File: src/rtl/pipe_sched_arb.sv
// pipe_sched_arb: round-robin scheduler feeding a 3-stage pipe that computes
// F = ((A+B) + (C-D)) * D, all unsigned and mod 2**N. A valid bit and the
// requester ID travel with each operation. Results leave over a valid/ready
// port; a held result (res_valid & ~res_ready) freezes the whole pipe.
// Optional feature macro: PIPE_SCHED_STAT_EN adds saturating stall_cnt and
// issue_cnt outputs.
module pipe_sched_arb #(
  parameter int N    = 10,
  parameter int ID_W = 2
) (
  input  logic                        clk,
  input  logic                        rst_n,
  input  logic [(1<<ID_W)-1:0]        req,
  input  logic [(1<<ID_W)*N-1:0]      op_a,
  input  logic [(1<<ID_W)*N-1:0]      op_b,
  input  logic [(1<<ID_W)*N-1:0]      op_c,
  input  logic [(1<<ID_W)*N-1:0]      op_d,
  output logic [(1<<ID_W)-1:0]        gnt,
  output logic                        res_valid,
  input  logic                        res_ready,
  output logic [N-1:0]                res_data,
  output logic [ID_W-1:0]             res_id,
  output logic                        busy
`ifdef PIPE_SCHED_STAT_EN
  ,
  output logic [15:0]                 stall_cnt,
  output logic [15:0]                 issue_cnt
`endif
);

  localparam int NREQ = 1 << ID_W;

  logic            stall;
  logic            gnt_any;
  logic [ID_W-1:0] gnt_idx;
  logic [ID_W-1:0] cand;
  logic [ID_W-1:0] ptr_q, ptr_d;

  logic [N-1:0]    a_p0, b_p0, c_p0, d_p0;
  logic [N-1:0]    x1_p1_d, x2_p1_d;

  logic            vld_p1_q;
  logic [N-1:0]    x1_p1_q, x2_p1_q, d_p1_q;
  logic [ID_W-1:0] id_p1_q;

  logic            vld_p2_q;
  logic [N-1:0]    x3_p2_d;
  logic [N-1:0]    x3_p2_q, d_p2_q;
  logic [ID_W-1:0] id_p2_q;

  logic [N-1:0]    prod_p2;
  logic            res_valid_q;
  logic [N-1:0]    res_data_q;
  logic [ID_W-1:0] res_id_q;

  // A result waiting on a not-ready consumer holds every stage in place.
  assign stall = res_valid_q & ~res_ready;

  // Round-robin search from the pointer; no grant while stalled or in reset.
  always_comb begin
    gnt_any = 1'b0;
    gnt_idx = '0;
    cand    = '0;
    gnt     = '0;
    if (rst_n && !stall) begin
      for (int i = 0; i < NREQ; i++) begin
        cand = ptr_q + ID_W'(i);
        if (!gnt_any && req[cand]) begin
          gnt_any = 1'b1;
          gnt_idx = cand;
        end
      end
      gnt[gnt_idx] = gnt_any;
    end
  end

  // Pointer moves just past the winner; it stays put when nothing is granted.
  always_comb begin
    ptr_d = ptr_q;
    if (gnt_any) ptr_d = gnt_idx + ID_W'(1);
  end

  // ---- stage 0: operand select for the granted requester ----
  always_comb begin
    a_p0    = op_a[int'(gnt_idx)*N +: N];
    b_p0    = op_b[int'(gnt_idx)*N +: N];
    c_p0    = op_c[int'(gnt_idx)*N +: N];
    d_p0    = op_d[int'(gnt_idx)*N +: N];
    x1_p1_d = a_p0 + b_p0;
    x2_p1_d = c_p0 - d_p0;
  end

  // Round-robin pointer register.
  always_ff @(posedge clk or negedge rst_n) begin
    if (!rst_n) ptr_q <= '0;
    else        ptr_q <= ptr_d;
  end

  // ---- stage 1: A+B, C-D, D and ID captured on the grant edge ----
  always_ff @(posedge clk or negedge rst_n) begin
    if (!rst_n) begin
      vld_p1_q <= 1'b0;
      x1_p1_q  <= '0;
      x2_p1_q  <= '0;
      d_p1_q   <= '0;
      id_p1_q  <= '0;
    end else if (!stall) begin
      vld_p1_q <= gnt_any;
      x1_p1_q  <= x1_p1_d;
      x2_p1_q  <= x2_p1_d;
      d_p1_q   <= d_p0;
      id_p1_q  <= gnt_idx;
    end
  end

  // ---- stage 2: x1+x2, carrying the operation's own D and ID ----
  assign x3_p2_d = x1_p1_q + x2_p1_q;

  always_ff @(posedge clk or negedge rst_n) begin
    if (!rst_n) begin
      vld_p2_q <= 1'b0;
      x3_p2_q  <= '0;
      d_p2_q   <= '0;
      id_p2_q  <= '0;
    end else if (!stall) begin
      vld_p2_q <= vld_p1_q;
      x3_p2_q  <= x3_p2_d;
      d_p2_q   <= d_p1_q;
      id_p2_q  <= id_p1_q;
    end
  end

  // ---- stage 3: product truncated to N bits into the output register ----
  assign prod_p2 = x3_p2_q * d_p2_q;

  always_ff @(posedge clk or negedge rst_n) begin
    if (!rst_n) begin
      res_valid_q <= 1'b0;
      res_data_q  <= '0;
      res_id_q    <= '0;
    end else if (!stall) begin
      res_valid_q <= vld_p2_q;
      res_data_q  <= prod_p2;
      res_id_q    <= id_p2_q;
    end
  end

  assign res_valid = res_valid_q;
  assign res_data  = res_data_q;
  assign res_id    = res_id_q;
  assign busy      = vld_p1_q | vld_p2_q | res_valid_q;

`ifdef PIPE_SCHED_STAT_EN
  logic [15:0] stall_cnt_q, issue_cnt_q;

  function automatic logic [15:0] sat_inc16(input logic [15:0] v, input logic en);
    if (en && (v != 16'hFFFF)) return v + 16'd1;
    return v;
  endfunction

  // Saturating event counters for stalled cycles and issued grants.
  always_ff @(posedge clk or negedge rst_n) begin
    if (!rst_n) begin
      stall_cnt_q <= '0;
      issue_cnt_q <= '0;
    end else begin
      stall_cnt_q <= sat_inc16(stall_cnt_q, stall);
      issue_cnt_q <= sat_inc16(issue_cnt_q, gnt_any);
    end
  end

  assign stall_cnt = stall_cnt_q;
  assign issue_cnt = issue_cnt_q;
`endif

endmodule

File: config.mk
export PLATFORM = sky130hd
export DESIGN_NAME = pipe_sched_arb
export DESIGN_NICKNAME = d
export VERILOG_FILES = /design/src/rtl/pipe_sched_arb.sv
export SDC_FILE = /design/constraint.sdc
export NUM_CORES = 1
export LEC_CHECK = 0
export ABC_AREA = 1
export CAP_MARGIN = 20
export CORE_ASPECT_RATIO = 1.4
export CORE_UTILIZATION = 40
export CTS_CLUSTER_SIZE = 25
export DETAILED_ROUTE_END_ITERATION = 8
export GPL_TIMING_DRIVEN = 0
export HOLD_SLACK_MARGIN = 0.06
export PLACE_DENSITY = 0.66
export SYNTH_ARGS = -nofsm -noshare
export SYNTH_HDL_FRONTEND = slang
export SYNTH_SLANG_ARGS = --single-unit
File: constraint.sdc
create_clock -name clk -period 5 [get_ports clk]
set_clock_uncertainty 0.15 [all_clocks]
set_input_delay 1.5 -clock clk [delete_from_list [all_inputs] [get_ports clk]]
set_output_delay 1.5 -clock clk [all_outputs]
set_load 0.02 [all_outputs]
==> results of run 1 <==
per-layer routing:
layer | vias up | routed length (um) | global-route usage, %
met5 | - | 0 | 0
met4 | 0 | 809 | 10.94
met3 | 45 | 1073 | 4.856
met2 | 209 | 11420 | 48.45
met1 | 3131 | 8274 | 27.17
li1 | 3444 | - | -
critical path: stages:
cell	delay (ns)
clkdlybuf4s50_1	0.47
nor2_2	0.07
inv_4	0.11
nand2_1	0.06
inv_1	0.15
nand2_4	0.11
inv_2	0.09
nand2_4	0.09
buf_12	0.15
buf_12	0.13
nor2_2	0.09
buf_6	0.13
sequential cells by signal (all words and copies together), names as in the netlist:
| signal | cells |
|---|---|
| id_p1_q | 2 |
| ptr_q | 2 |
| x3_p2_q | 10 |
| vld_p2_q | 1 |
| res_data | 10 |
| d_p2_q | 10 |
| d_p1_q | 10 |
| res_id | 2 |
| x2_p1_q | 10 |
| res_valid | 1 |
| x1_p1_q | 10 |
| id_p2_q | 2 |
| vld_p1_q | 1 |
final timing paths:
kind / slack, ns / from / end / depth (start not counted)
max in group asynchronous: 3.36 / rst_n / x3_p2_q[1] / 2
min in group asynchronous: 1.00 / rst_n / d_p2_q[7] / 2
min reg2reg: 0.32 / d_p1_q[9] / d_p2_q[9] / 2
min: 0.32 / d_p1_q[9] / d_p2_q[9] / 2
max: 0.17 / res_ready / gnt[3] / 12
max reg2reg: 0.32 / x3_p2_q[2] / res_data[9] / 15
metrics by stage:
step / TNS [ns] / setup slack [ns] / area (um2)
CTS: -0.09164 / -0.05252 / 9255
global placement: -80.88 / -2.957 / 8830
global route: 0 / 0.02446 / 9647
floorplan: 0 / 0.3678 / 6739
finish: 0 / 0.1715 / 9647
detailed placement: -6.445 / -0.7788 / 8855
final cells by class:
cell class | count | area (um2) | area share (%)
multi-input cells | 697 | 4345 | 45.05
well taps | 199 | 249.0 | 2.581
clock buffers | 11 | 242.7 | 2.516
repair buffers | 209 | 2105 | 21.82
clock inverters | 5 | 81.33 | 0.8431
inverters | 133 | 509.2 | 5.279
flip-flops and latches | 71 | 1778 | 18.43
plain buffers | 40 | 336.6 | 3.489
what timing repair did:
item / CTS / global route
pin swaps: 0 / 21
gates cloned: 0 / 1
endpoints found under the setup margin: 10 / 12
hold endpoints to repair: 0 / 0
gates resized for setup: 35 / 64
buffers inserted: 2 / 21
logic make-up after synthesis:
| logic type | Yosys count | synth area share (%) |
|---|---|---|
| and+or+nand+nor | 411 | 24.81 |
| DFF | 71 | 26.36 |
| buffers and inverters | 180 | 11.75 |
| adders and majority gates | 76 | 16.90 |
| xor gates and xnor gates | 39 | 5.069 |
| AOI/OAI and AO/OA | 171 | 15.11 |
cell usage in the layout (no fill, tap or decap), types with 4 or more instances in the layout:
| master | count |
|---|---|
| a21oi_1 | 46 |
| a21oi_2 | 7 |
| a32o_1 | 22 |
| buf_12 | 5 |
| buf_4 | 26 |
| buf_6 | 14 |
| clkbuf_1 | 17 |
| clkbuf_16 | 10 |
| clkdlybuf4s50_1 | 175 |
| dfrtp_1 | 70 |
| dlymetal6s2s_1 | 4 |
| fa_1 | 23 |
| ha_1 | 46 |
| inv_1 | 116 |
| inv_2 | 14 |
| nand2_1 | 319 |
| nand2_2 | 16 |
| nand3_1 | 24 |
| nand3_2 | 6 |
| nor2_1 | 26 |
| nor2_2 | 4 |
| o21ai_0 | 48 |
| o21ai_1 | 23 |
| o22ai_1 | 8 |
| or2_2 | 7 |
| xnor2_1 | 16 |
| xor2_1 | 23 |
==> impl_metrics.tcl, run 1 <==
set metrics [dict create \
    grt_max_degree 73 \
    synth.cells.most_frequent "329 x nand2_1, 119 x inv_1, 71 x dfrtp_1" \
    synth_edf_count 0 \
    synth_cells 948 \
    avgSynthCellArea_um2 7.109 \
    dp_cells 1332 \
    timing.fmax_mhz 207.1 \
    ys_ff_latch 71 \
    nets 1404 \
    clock-sinks 71 \
    clk_pin_slew_worst_paths_ns 0.06 \
    violations "design-rule violations" \
    cp_max_fo 8 \
    post-dp-hpwl_mm 17.50 \
    rsz0062_at_grt "no" \
    cts_root_buf "clkbuf_16" \
    antenna_left 0 \
    path_class "in2out" \
    areaGrowthSynthToFinish_pct 43.15 \
    rows 55 \
    ys_types 38 \
    wl_mm 21.58 \
    die_h_um 155.6 \
    first_iter_violations 255 \
    cts_tree "yes" \
    cts_buffers 9 \
    worstMarginPinSlew_ns 0.6793 \
    grt_pass1_vias 7009 \
    crit_arrival_ns 3.18 \
    ys_warn_count 0 \
    netlist_area_um2 6739 \
    grt_overflow 0 \
    synth.largest_area_cell "dfrtp_1" \
    htreeDepth 3 \
    period_share_pct 96.57 \
    hold_violations 0 \
    drv_cap 0 \
    drive_gt1_share_pct 12.35 \
    drtPass1Iterations 6 \
    fp.coreArea_um2 16310 \
    worstSkewPairLatency_ns 0.34 \
    antenna_found_initial 0 \
    numPortBuffers 184 \
    setup_violations 0 \
    die_area_um2 17380 \
    dieWidth_um 111.7 \
    run_status "finished with violations" \
    cts_hold_buffers 0 \
    period_minus_slack_ns 4.828 \
    slew_headroom_pct 54.71 \
    critPathLaunchType "primary input" \
    syn-num-nets 1191 \
    hold_ws_ns 0.3159 \
    critPathRequiredTime_ns 3.35 \
    final_util_pct 59.15 \
    ys_async_sr_fraction_pct 100.0 \
    endpoint_kind "primary output" \
    io_pins 185 \
    fillCellCount 1561 \
    grt_usage_pct 25.48 \
    gp_congestion 0.8285 \
    yosysMostFrequentCell "nand2_1" \
    yosys-top-cells-area "dfrtp_1 26%, nand2_1 18%, ha_1 9.5%" \
    synth_seq_area_share_pct 26.36 \
    drcViolationCount 3 \
    grt_pass1_wl_mm 34.45 \
    ys.flop_type "dfrtp_1" \
    diodes 0 \
    wire_per_inst_um 15.81 \
    finalNonFillerCells 1365 \
    synth.top_cell.area_share_pct 26.36 \
    hold_path_class "reg2reg" \
    detail_route.vias_per_cell 5.003 \
    initial_core_util_pct 41.32 \
    clockBufferDepth 2 \
    maxSlewViolCount 0 \
    route.vias.total 6829 \
]
Power of run 1 is left out: the tool's default activity adds up to more than one toggle a clock period on the data nets, which glitch-free logic cannot reach.
==> run 2, diff against run 1 <==
- CTS_BUF_LIST: not set -> sky130_fd_sc_hd__clkbuf_16
==> impl_metrics.tcl, run 2 (synthesis gave the netlist of run 1 again) <==
set metrics [dict create \
    cts_tree "yes" \
    dp_cells 1332 \
    clk_pin_slew_worst_paths_ns 0.06 \
    endpoint_kind "primary output" \
    reg2reg_depth 15 \
    run_status "finished with violations" \
    register_area_um2 1778 \
    place_area_um2 8855 \
    cts_hold_buffers 0 \
    final_common_cell "nand2_1" \
    hold_depth 2 \
    grt_pass1_wl_mm 34.29 \
    wl_mm 21.58 \
    route.vias.total 6837 \
    io_pins 185 \
    multi_input_comb_area_um2 4343 \
    critPathRequiredTime_ns 3.35 \
    gp_congestion 0.8285 \
    timing.rr.start "x3_p2_q[2]" \
    grt_overflow 0 \
    antenna_left 0 \
    period_minus_slack_ns 4.830 \
    htreeDepth 3 \
    path_cells "clkdlybuf4s50_1, nor2_2, inv_4, nand2_1, inv_1, nand2_4, inv_2, nand2_4, buf_12, buf_12, nor2_2, buf_6" \
    rsz0062_at_grt "no" \
    final_cell_mix "319 x nand2_1, 175 x clkdlybuf4s50_1, 117 x inv_1" \
    critPathLaunchType "primary input" \
    grt_pass1_vias 6973 \
    drive_gt1_share_pct 12.18 \
    drtPass1Iterations 6 \
    areaGrowthSynthToFinish_pct 42.96 \
    slew_headroom_pct 55.60 \
    fillCellCount 1567 \
    maxSlewViolCount 0 \
    worstSkewPairLatency_ns 0.34 \
    clockBufferDepth 2 \
    final_util_pct 59.07 \
    period_share_pct 96.61 \
    antenna_found_initial 0 \
    drv_cap 0 \
    fp.coreArea_um2 16310 \
    dieWidth_um 111.7 \
    grt_max_degree 73 \
    cts_buffers 9 \
    hold_violations 0 \
    critPathSlowestCell "clkdlybuf4s50_1" \
    hold_path_class "reg2reg" \
    timing.fmax_mhz 207.0 \
    slowest_delay_ns 0.47 \
    worstHoldStart "d_p1_q[9]" \
    clock-sinks 71 \
    crit_arrival_ns 3.18 \
    finalNonFillerCells 1365 \
    drcViolationCount 3 \
    cp_max_fo 8 \
    worstMarginPinSlew_ns 0.6661 \
    detail_route.vias_per_cell 5.009 \
    finalSetupTns_ns 0 \
    die_h_um 155.6 \
    initial_core_util_pct 41.32 \
    post-dp-hpwl_mm 17.50 \
    nets 1404 \
    regToRegSetupSlack_ns 0.32 \
    rows 55 \
    worstHoldEndpoint "d_p2_q[9]" \
    first_iter_violations 266 \
    cts_root_buf "clkbuf_16" \
    numPortBuffers 184 \
    setup_violations 0 \
    r2r-end "res_data[9]" \
    diodes 0 \
    finalInstanceArea_um2 9634 \
    grt_usage_pct 25.44 \
    path_class "in2out" \
    wire_per_inst_um 15.81 \
    violations "design-rule violations" \
    die_area_um2 17380 \
]
[run 2: changes by cell type in the layout (fill, tap and decap cells not counted)]
cell	before	now
clkbuf_1	17	16
nor2_2	4	3
clkbuf_8	1	0
clkinv_1	0	1
inv_1	116	117
nor2_1	26	27
[run 2: worst max-delay path by stage]
stage,from,endpoint
finish,res_ready,gnt[3]
global route,x3_p2_q[2],res_data[9]
CTS,req[1],gnt[3]
detailed placement,res_ready,x1_p1_q[8]
global placement,rst_n,gnt[1]
floorplan,req[3],x1_p1_q[8]
[run 2: timing repair]
item | in CTS | in global routing
pin swaps | 0 | 21
buffers inserted | 2 | 21
gates cloned | 0 | 1
gates resized for setup | 35 | 63
setup endpoints to repair | 10 | 12
[run 2: worst max-delay path, delay by kind of cell]
kind	cells	cell delay [ns]
and+or+nand+nor	5	0.43
buffers and inverters	7	1.23
[run 2: per-stage QoR]
| step | setup slack, ns | hold WS, ns |
|---|---|---|
| floorplan | 0.3678 | 0.2922 |
| global placement | -2.957 | 0.3058 |
| detailed placement | -0.7788 | 0.3111 |
| CTS | -0.05252 | 0.3182 |
| global route | 0.01934 | 0.3424 |
| finish | 0.1697 | 0.3183 |
[run 2: cell type report]
class | count | share of cell area, %
buffer | 40 | 3.494
multi-input combinational | 697 | 45.08
tap | 199 | 2.584
inverter | 133 | 5.286
sequential | 71 | 18.45
clock buffer | 9 | 2.338
timing repair buffer | 209 | 21.84
clock inverter | 7 | 0.9221
[run 2: per-layer routing]
layer / vias to the layer above / routed length, um / global-route usage, %
met5: - / 0 / 0
met4: 0 / 712 / 10.42
met3: 42 / 1091 / 5.089
met2: 195 / 11460 / 48.42
met1: 3156 / 8317 / 27.12
li1: 3444 / - / -
Power of run 2 is left out for the same reason.
==> run 3, diff against run 2 <==
- CORE_MARGIN: not set -> 2
- CTS_CLUSTER_DIAMETER: not set -> 40
==> impl_metrics.tcl, run 3 (synthesis gave the netlist of run 1 again) <==
set metrics [dict create \
    clockBufferDepth 2 \
    fp.coreArea_um2 16610 \
    path_cells "clkdlybuf4s50_1, nor2_4, clkinv_4, nand2_1, inv_1, nand2_4, inv_2, nand2_1, nor2_1, dlygate4sd2_1" \
    critPathLaunchType "primary input" \
    hold_path_class "reg2reg" \
    antenna_left 0 \
    timing.fmax_mhz 206.3 \
    wl_mm 21.75 \
    grt_pass1_wl_mm 34.22 \
    drcViolationCount 0 \
    dieWidth_um 113.7 \
    hold_depth 2 \
    route.vias.total 6822 \
    post-dp-hpwl_mm 17.86 \
    gp_congestion 0.9130 \
    die_area_um2 17920 \
    crit_arrival_ns 3.20 \
    hold_violations 0 \
    critPathSlowestCell "clkdlybuf4s50_1" \
    drtPass1Iterations 4 \
    finalSetupTns_ns 0 \
    cp_max_fo 7 \
    setup_violations 0 \
    worstSkewPairLatency_ns 0.33 \
    cts_root_buf "clkbuf_16" \
    path_class "in2out" \
    reg2reg_depth 15 \
    period_minus_slack_ns 4.848 \
    areaGrowthSynthToFinish_pct 40.92 \
    cp_num_buf_inv 5 \
    antenna_found_initial 0 \
    cp_common_cell "nand2_1" \
    grt_overflow 0 \
    final_common_cell "nand2_1" \
    nets 1397 \
    period_share_pct 96.96 \
    clock-sinks 71 \
    numPortBuffers 184 \
    drive_gt1_share_pct 10.87 \
    cpLargestDelayFamily "buffers and inverters" \
    htreeDepth 3 \
    cts_hold_buffers 0 \
    worstMarginPinSlew_ns 0.7000 \
    endpoint_kind "primary output" \
    drv_cap 0 \
    rows 56 \
    critPathRequiredTime_ns 3.35 \
    die_h_um 157.6 \
    clk_pin_slew_worst_paths_ns 0.05 \
    final_cell_mix "324 x nand2_1, 175 x clkdlybuf4s50_1, 115 x inv_1" \
    path_depth 10 \
    first_iter_violations 295 \
    slew_headroom_pct 53.34 \
    run_status "finished clean" \
    slowest_delay_ns 0.51 \
    grt_usage_pct 24.40 \
    detail_route.vias_per_cell 5.009 \
    grt_max_degree 50 \
    wire_per_inst_um 15.97 \
    io_pins 185 \
    maxSlewViolCount 0 \
    cts_tree "yes" \
    grt_pass1_vias 7074 \
    cts_buffers 9 \
    initial_core_util_pct 40.58 \
    diodes 0 \
]
run 3: cell type report:
| cell class | instances | area [um2] |
|---|---|---|
| fillers | 1591 | 7109 |
| multi-input cells | 697 | 4294 |
| repair buffers | 202 | 2027 |
| flip-flops and latches | 71 | 1779 |
| inverters | 133 | 509.2 |
| plain buffers | 40 | 320.3 |
| well taps | 203 | 254.0 |
| clock buffers | 9 | 225.2 |
| clock inverters | 7 | 87.58 |
run 3: metrics by stage:
step / std cells / setup WS [ns] / cell area [um2] / hold WS [ns] / utilization, %
after floorplan: 948 / 0.3678 / 6739 / 0.2922 / -
after global placement: 1335 / -2.959 / 8835 / 0.3028 / 53.20
after detailed placement: 1336 / -0.8240 / 8860 / 0.3047 / 53.35
after CTS: 1354 / -0.01288 / 9235 / 0.3198 / 55.61
after global routing: 1362 / -0.02587 / 9497 / 0.3537 / 57.19
final: 1362 / 0.1521 / 9497 / 0.3181 / 57.19
run 3: worst min-delay path, delay by kind of cell, from the launching register on:
family           cells  cell delay, ns
DFF                  1            0.34
and+or+nand+nor      2            0.09
run 3: worst paths after layout:
kind	startpoint	endpoint	slack, ns
max	res_ready	gnt[2]	0.15
min	d_p1_q[2]	d_p2_q[2]	0.32
max reg2reg	x3_p2_q[1]	res_data[9]	0.34
min reg2reg	d_p1_q[2]	d_p2_q[2]	0.32
max in group asynchronous	rst_n	x3_p2_q[3]	3.21
min in group asynchronous	rst_n	res_data[9]	0.92
run 3: per-layer routing:
metal	GRT usage (%)	part of all wire [%]
met5	0	0
met4	11.03	4.7
met3	4.939	5.2
met2	45.34	51
met1	26.53	39
run 3: timing repair:
action	4_1_cts	5_1_grt
buffers inserted	2	14
endpoints found under the setup margin	11	11
cloned	0	1
endpoints found under the hold margin	0	0
resized for setup	32	51
pin swaps	1	23
Power of run 3 is left out for the same reason.
